--- config.mk ---
export PLATFORM = sky130hd
export DESIGN_NAME = load_store_unit
export DESIGN_NICKNAME = d
export VERILOG_FILES = /design/src/rtl/lsu_pkg.sv /design/src/rtl/lsu_align.sv /design/src/rtl/load_store_unit.sv
export SDC_FILE = /design/constraint.sdc
export NUM_CORES = 1
export LEC_CHECK = 0
export BUFFER_PORTS_ARGS = -buffer_cell sky130_fd_sc_hd__buf_2
export CORE_MARGIN = 2
export CORE_UTILIZATION = 46
export DETAILED_ROUTE_END_ITERATION = 12
export GPL_TIMING_DRIVEN = 0
export PLACE_DENSITY = 0.9
export SETUP_SLACK_MARGIN = 0.05
export SLEW_MARGIN = 30
export SYNTH_ARGS = -nofsm -noshare
export SYNTH_HDL_FRONTEND = slang
export SYNTH_SLANG_ARGS = --single-unit
export TNS_END_PERCENT = 1
--- constraint.sdc ---
create_clock -name clk -period 2.2 [get_ports clk]
set_input_delay 0.55 -clock clk [delete_from_list [all_inputs] [get_ports clk]]
set_output_delay 0.55 -clock clk [all_outputs]
set_load 0.02 [all_outputs]
--- src/rtl/lsu_pkg.sv ---
// Shared constants and types for the RV32 load/store unit.
// Holds funct3 encodings, the FSM state enum and the default memory depth.
package lsu_pkg;

    localparam int LSU_MEM_WORDS = 1000;

    localparam logic [2:0] F3_B  = 3'b000;
    localparam logic [2:0] F3_H  = 3'b001;
    localparam logic [2:0] F3_W  = 3'b010;
    localparam logic [2:0] F3_BU = 3'b100;
    localparam logic [2:0] F3_HU = 3'b101;

    typedef enum logic [2:0] {
        S_IDLE,
        S_RD,
        S_LD_WAIT,
        S_WR,
        S_RMW_WAIT,
        S_RMW_WR,
        S_RESP
    } lsu_state_t;

endpackage

--- src/rtl/lsu_align.sv ---
// Combinational lane logic: load extract + sign/zero extend, store merge.
// Ports: funct3/off select the lane, rword is the memory word, wdata the
// store data; ldata is the extended load value, mword the merged word.
module lsu_align
    import lsu_pkg::*;
(
    input  logic [2:0]  funct3,
    input  logic [1:0]  off,
    input  logic [31:0] rword,
    input  logic [31:0] wdata,
    output logic [31:0] ldata,
    output logic [31:0] mword
);

    logic [7:0]  lane_b;
    logic [15:0] lane_h;

    always_comb begin
        lane_b = rword[{off, 3'b000} +: 8];
        lane_h = rword[{off[1], 4'b0000} +: 16];

        ldata = rword;
        unique case (funct3)
            F3_B:    ldata = {{24{lane_b[7]}}, lane_b};
            F3_BU:   ldata = {24'h0, lane_b};
            F3_H:    ldata = {{16{lane_h[15]}}, lane_h};
            F3_HU:   ldata = {16'h0, lane_h};
            default: ldata = rword;
        endcase

        // Only the target lane is replaced; other bytes pass through.
        mword = rword;
        case (funct3)
            F3_B:    mword[{off, 3'b000} +: 8] = wdata[7:0];
            F3_H:    mword[{off[1], 4'b0000} +: 16] = wdata[15:0];
            default: mword = wdata;
        endcase
    end

endmodule

--- src/rtl/load_store_unit.sv ---
// RV32 load/store unit in front of a word-addressed data memory.
// Ports: req_* request handshake, resp_* one-cycle response pulse,
// d_r_en/d_w_en/d_add/data_in/d_out memory side.
// Optional: define LSU_BOUNDS_CHECK_EN to flag word addresses >= MEM_WORDS.
module load_store_unit
    import lsu_pkg::*;
#(
    parameter int MEM_WORDS = LSU_MEM_WORDS
) (
    input  logic        clk,
    input  logic        rst,
    input  logic        req_valid,
    output logic        req_ready,
    input  logic        req_we,
    input  logic [2:0]  req_funct3,
    input  logic [31:0] req_addr,
    input  logic [31:0] req_wdata,
    output logic        resp_valid,
    output logic [31:0] resp_rdata,
    output logic        resp_err,
    output logic        d_r_en,
    output logic        d_w_en,
    output logic [31:0] d_add,
    output logic [31:0] data_in,
    input  logic [31:0] d_out
);

`ifdef LSU_BOUNDS_CHECK_EN
    localparam bit BOUNDS_EN = 1'b1;
`else
    localparam bit BOUNDS_EN = 1'b0;
`endif
    localparam logic [29:0] MEM_LIMIT = 30'(MEM_WORDS);

    lsu_state_t  state_q, state_d;
    logic        we_q;
    logic [2:0]  f3_q;
    logic [31:0] addr_q;
    logic [31:0] data_q;
    logic [31:0] rdata_q;
    logic        err_q;

    logic        accept;
    logic        f3_ok;
    logic        req_err;
    logic [31:0] ldata;
    logic [31:0] mword;

    always_comb begin
        f3_ok = 1'b0;
        case (req_funct3)
            F3_B, F3_BU: f3_ok = 1'b1;
            F3_H, F3_HU: f3_ok = !req_addr[0];
            F3_W:        f3_ok = (req_addr[1:0] == 2'b00);
            default:     f3_ok = 1'b0;
        endcase
        // Stores only exist as B/H/W; the unsigned encodings are loads only.
        req_err = !f3_ok
                || (req_we && req_funct3[2])
                || (BOUNDS_EN && (req_addr[31:2] >= MEM_LIMIT));
    end

    assign accept = req_valid && req_ready;

    always_comb begin
        state_d    = state_q;
        req_ready  = 1'b0;
        resp_valid = 1'b0;
        d_r_en     = 1'b0;
        d_w_en     = 1'b0;
        unique case (state_q)
            S_IDLE: begin
                req_ready = !rst;
                if (accept) begin
                    if (req_err)
                        state_d = S_RESP;
                    else if (req_we && req_funct3 == F3_W)
                        state_d = S_WR;
                    else
                        state_d = S_RD;
                end
            end
            S_RD: begin
                d_r_en  = !rst;
                state_d = we_q ? S_RMW_WAIT : S_LD_WAIT;
            end
            S_LD_WAIT:  state_d = S_RESP;
            S_RMW_WAIT: state_d = S_RMW_WR;
            S_WR, S_RMW_WR: begin
                d_w_en  = !rst;
                state_d = S_RESP;
            end
            S_RESP: begin
                resp_valid = !rst;
                state_d    = S_IDLE;
            end
            default: state_d = S_IDLE;
        endcase
    end

    lsu_align u_align (
        .funct3 (f3_q),
        .off    (addr_q[1:0]),
        .rword  (d_out),
        .wdata  (data_q),
        .ldata  (ldata),
        .mword  (mword)
    );

    always_ff @(posedge clk) begin
        if (rst) begin
            state_q <= S_IDLE;
            we_q    <= 1'b0;
            f3_q    <= 3'b000;
            addr_q  <= 32'h0;
            data_q  <= 32'h0;
            rdata_q <= 32'h0;
            err_q   <= 1'b0;
        end else begin
            state_q <= state_d;
            if (accept) begin
                we_q    <= req_we;
                f3_q    <= req_funct3;
                addr_q  <= req_addr;
                // Store data parks here until the merge overwrites it.
                data_q  <= req_wdata;
                rdata_q <= 32'h0;
                err_q   <= req_err;
            end
            if (state_q == S_LD_WAIT)
                rdata_q <= ldata;
            if (state_q == S_RMW_WAIT)
                data_q <= mword;
        end
    end

    assign d_add      = {2'b00, addr_q[31:2]};
    assign data_in    = data_q;
    assign resp_rdata = rdata_q;
    assign resp_err   = err_q;

endmodule

==> reports/summary.md <==
• finished, final reports clean — result of the run
• 2.38 ns — Worst EP arrival
• 0.618 — final core occ
• 0.36 ns — maximum single-stage delay on the critical path
• 0 — number of design rule violations left after detail routing
• 116 um — Die Height
• 996 — Post-layout nets
• 0.475 — starting density of the core
• 201 — count of buffers inserted at the top-level ports
• 59 — post-synthesis cell type count
• input port to flop — worst hold path class
• 0 — number of routed nets with antenna violations
• 0.488 — Rel. slew slack
• flop to flop — kind of critical path
• 0.364 — ratio of cells with drive above 1 in the final layout
• 8.53 um2 — mean cell area of the mapped netlist
• req_addr[25] — Worst Hold Launch
• buffers and inverters — family of cells with the greatest summed delay on the critical path
• 0 — yosys synthesis warning count
• 0.286 — share of the synthesized area in compound gates (AO/OA/AOI/OAI)
• 0.0109 — Synth Area in Adders
• 30,100 um — wire length of the first global-routing pass
• 6,238 — number of vias after detailed routing
• flop — nature of the critical path endpoint
• 0.36 ns — insertion delay to the later sink of the worst-skew pair
• 0 — number of antenna violations at the first check in global routing
• 0 — count of max-cap constraint violations
• 0.293 — aggregate global-route resource usage
• 903 mW/mm2 — power density of the placed cells
• 104 — flops & latches, synth
• 2.42 ns — CP Data Required Time
• 0.424 ns — final-layout worst hold slack
• 5.88 — mean number of vias per cell
• sky130_fd_sc_hd__dfxtp_2 — cell with the largest stage delay on the worst path
• 0.00643 ns — clock skew after layout
• buf_8 -> buf_12 -> clkinvlp_4 -> ha_4 -> nor4bb_2 -> buf_4 -> a22o_1 -> a222oi_1 -> a211oi_1 — crit-path cells
• 0 — asr flop ratio synth
• 0 — number of synthesized flops with an enable pin
• 0.983 — Final period util
• sky130_fd_sc_hd__clkbuf_16 — Root Buffer
• sky130_fd_sc_hd__dfxtp_1 — most common cell in the synthesized netlist
• 0.762 ns — Slew @ Worst Pin
• yes — setup repair after global routing missed its margin
• 116 um — die width
• 463 MHz — fmax
• 0 — final hold viol count
• 5,867 — vias in the first global route
• sky130_fd_sc_hd__dfxtp_1, sky130_fd_sc_hd__nand2_1, sky130_fd_sc_hd__a21oi_1 — top cells by instance count after synthesis
• 9 — number of buffers created by CTS
• 3.15 nW — leakage power total
• 5 — total iterations of the first detailed-routing run
• 0 — antenna fix cells
• 0 — number of buffers inserted for hold repair after clock tree synthesis
• 18.8 um — Routed WL per cell
• 0.491 mV — peak ir drop on the vdd network
• 10 — largest fanout on the critical path
• sky130_fd_sc_hd__dfxtp_1 — Post-synth top flop
• 19,900 um — DRT Wirelength
• 0 — endpoints failing setup
• 104 — count of clock tree sinks
• 0 — count of pins over their slew limit
• 30.3% — layout overhead on the synthesized area
• 0.00674 W — total chip power
• sky130_fd_sc_hd__dfxtp_1 — cell type with the highest aggregate area in the netlist
• 3 — total number of H-tree levels
• compound AO/OA/AOI/OAI gates — combinational family with the most area after synthesis
• 489 — number of DRC markers in iteration 0
• 1.02 — Final Wtd Congestion
• 2 — buffer levels on the longest clock path
• 0.0121 mm2 — Core Footprint
• 0.00153 — Post-Synth XOR/XNOR Area
• sky130_fd_sc_hd__dfxtp_1, sky130_fd_sc_hd__a21oi_1, sky130_fd_sc_hd__nand2_1 — biggest area contributors in the synthesized netlist
• addr_q[1] — critical register-to-register path startpoint
• addr_q[1] — Critical Path Start
• 2.16 ns — final critical-path required period
• 0.364 — share of the yosys chip area belonging to registers
• 4 — WP buf/inv
• 40 — number of standard-cell rows in the floorplan
• flop — startpoint types
• 671 — Post-Synthesis Cells
• 0.364 — area share of the leading cell type in the synthesized netlist
• 0.0726 — mux share of post-synthesis cell area
• 0.07 ns — clock slew at the register clock pins of the worst setup and hold paths
• 15,000 um — half-perimeter wire length after detailed placement
• done — CTS tree
• 17 — largest net degree at the start of global routing
• 0.0134 mm2 — total die area
• 0 — overflow left after global routing
• 204 — I/O Pins
• 0.168 — Synth Area in Simple Gates
• 0.00572 mm2 — cell area after synthesis
-- worst register-to-register path, stage by stage (launching register included) --
cell,delay (ns)
sky130_fd_sc_hd__dfxtp_2,0.36
sky130_fd_sc_hd__buf_8,0.13
sky130_fd_sc_hd__buf_12,0.15
sky130_fd_sc_hd__clkinvlp_4,0.17
sky130_fd_sc_hd__ha_4,0.27
sky130_fd_sc_hd__nor4bb_2,0.17
sky130_fd_sc_hd__buf_4,0.17
sky130_fd_sc_hd__a22o_1,0.18
sky130_fd_sc_hd__a222oi_1,0.31
sky130_fd_sc_hd__a211oi_1,0.13
-- area by class of cell --
| class | instances | area, um2 |
|---|---|---|
| fill | 1052 | 4600 |
| multi-input combinational | 463 | 3210 |
| sequential | 104 | 2090 |
| timing repair buffer | 206 | 1040 |
| buffer | 90 | 551 |
| clock buffer | 11 | 243 |
| tap | 168 | 210 |
| clock inverter | 5 | 56.3 |
| inverter | 14 | 56.3 |
-- cells in the final DEF, fill, tap and decap left out, drive strengths merged, types with 4 or more instances in the layout --
cell type / synthesis / final
clkbuf: 34 / 43
a221oi: 18 / 18
mux2: 6 / 6
a32o: 24 / 24
a21oi: 76 / 76
o211ai: 9 / 9
ha: 5 / 5
a2111o: 7 / 7
a311oi: 11 / 11
a22o: 8 / 8
mux4: 7 / 7
o22ai: 7 / 7
nand2: 97 / 97
and3: 7 / 7
nor2: 11 / 11
buf: 57 / 264
dfxtp: 104 / 104
a222oi: 4 / 4
inv: 14 / 13
mux2i: 19 / 19
o21ai: 24 / 24
a22oi: 8 / 8
nor3: 12 / 12
nand2b: 41 / 41
nor2b: 13 / 13
a211oi: 17 / 17
-- worst paths after layout --
path / cells past startpoint / to / slack [ns]
max reg2reg: 9 / data_in[19] / 0.04
min reg2reg: 2 / addr_q[7] / 0.45
min: 3 / addr_q[25] / 0.42
max: 9 / data_in[19] / 0.04
-- layer usage --
metal / vias to the layer above / share of wire / track usage / routed length (um)
met5: - / 0 / 0 / 0
li1: 2877 / - / - / -
met2: 386 / 0.46 / 0.467 / 9070
met3: 76 / 0.11 / 0.0853 / 2120
met4: 0 / 0.049 / 0.161 / 968
met1: 2899 / 0.39 / 0.356 / 7760
-- registers in the layout (all words and copies together) (netlist names) --
signal / count
state_q: 3
resp_rdata: 32
resp_err: 1
f3_q: 3
we_q: 1
addr_q: 32
data_in: 32
-- per-stage QoR --
stage	cell area (um2)	setup TNS [ns]	instances	worst slack (ns)
finish	7460	0	1061	0.0384
detailed placement	6950	-12.93	1041	-0.429
CTS	7350	0	1058	0.0350
global placement	6950	-11.22	1041	-0.392
global route	7460	-0.0236	1061	-0.0215
floorplan	5730	0	672	0.0554
-- report_power, final --
| part | total (W) | switching (W) | internal, W |
|---|---|---|---|
| combinational | 0.00262 | 0.00162 | 0.000997 |
| clock | 0.00164 | 0.000732 | 0.000913 |
| sequential | 0.00247 | 0.000278 | 0.00219 |
-- repair_timing --
item                       in CTS  in global routing
gates resized for setup        26                 28
pin swaps                       4                  3
setup endpoints to repair      56                 46
buffers inserted                2                  3
-- logic make-up after synthesis --
group | after synthesis
compound gates | 227
xor+xnor | 1
fa+ha+maj | 5
buf+inv | 105
flops | 104
mux | 32
other cells | 1
simple gates | 196
Note: power is estimated with default switching activity, not from simulation.
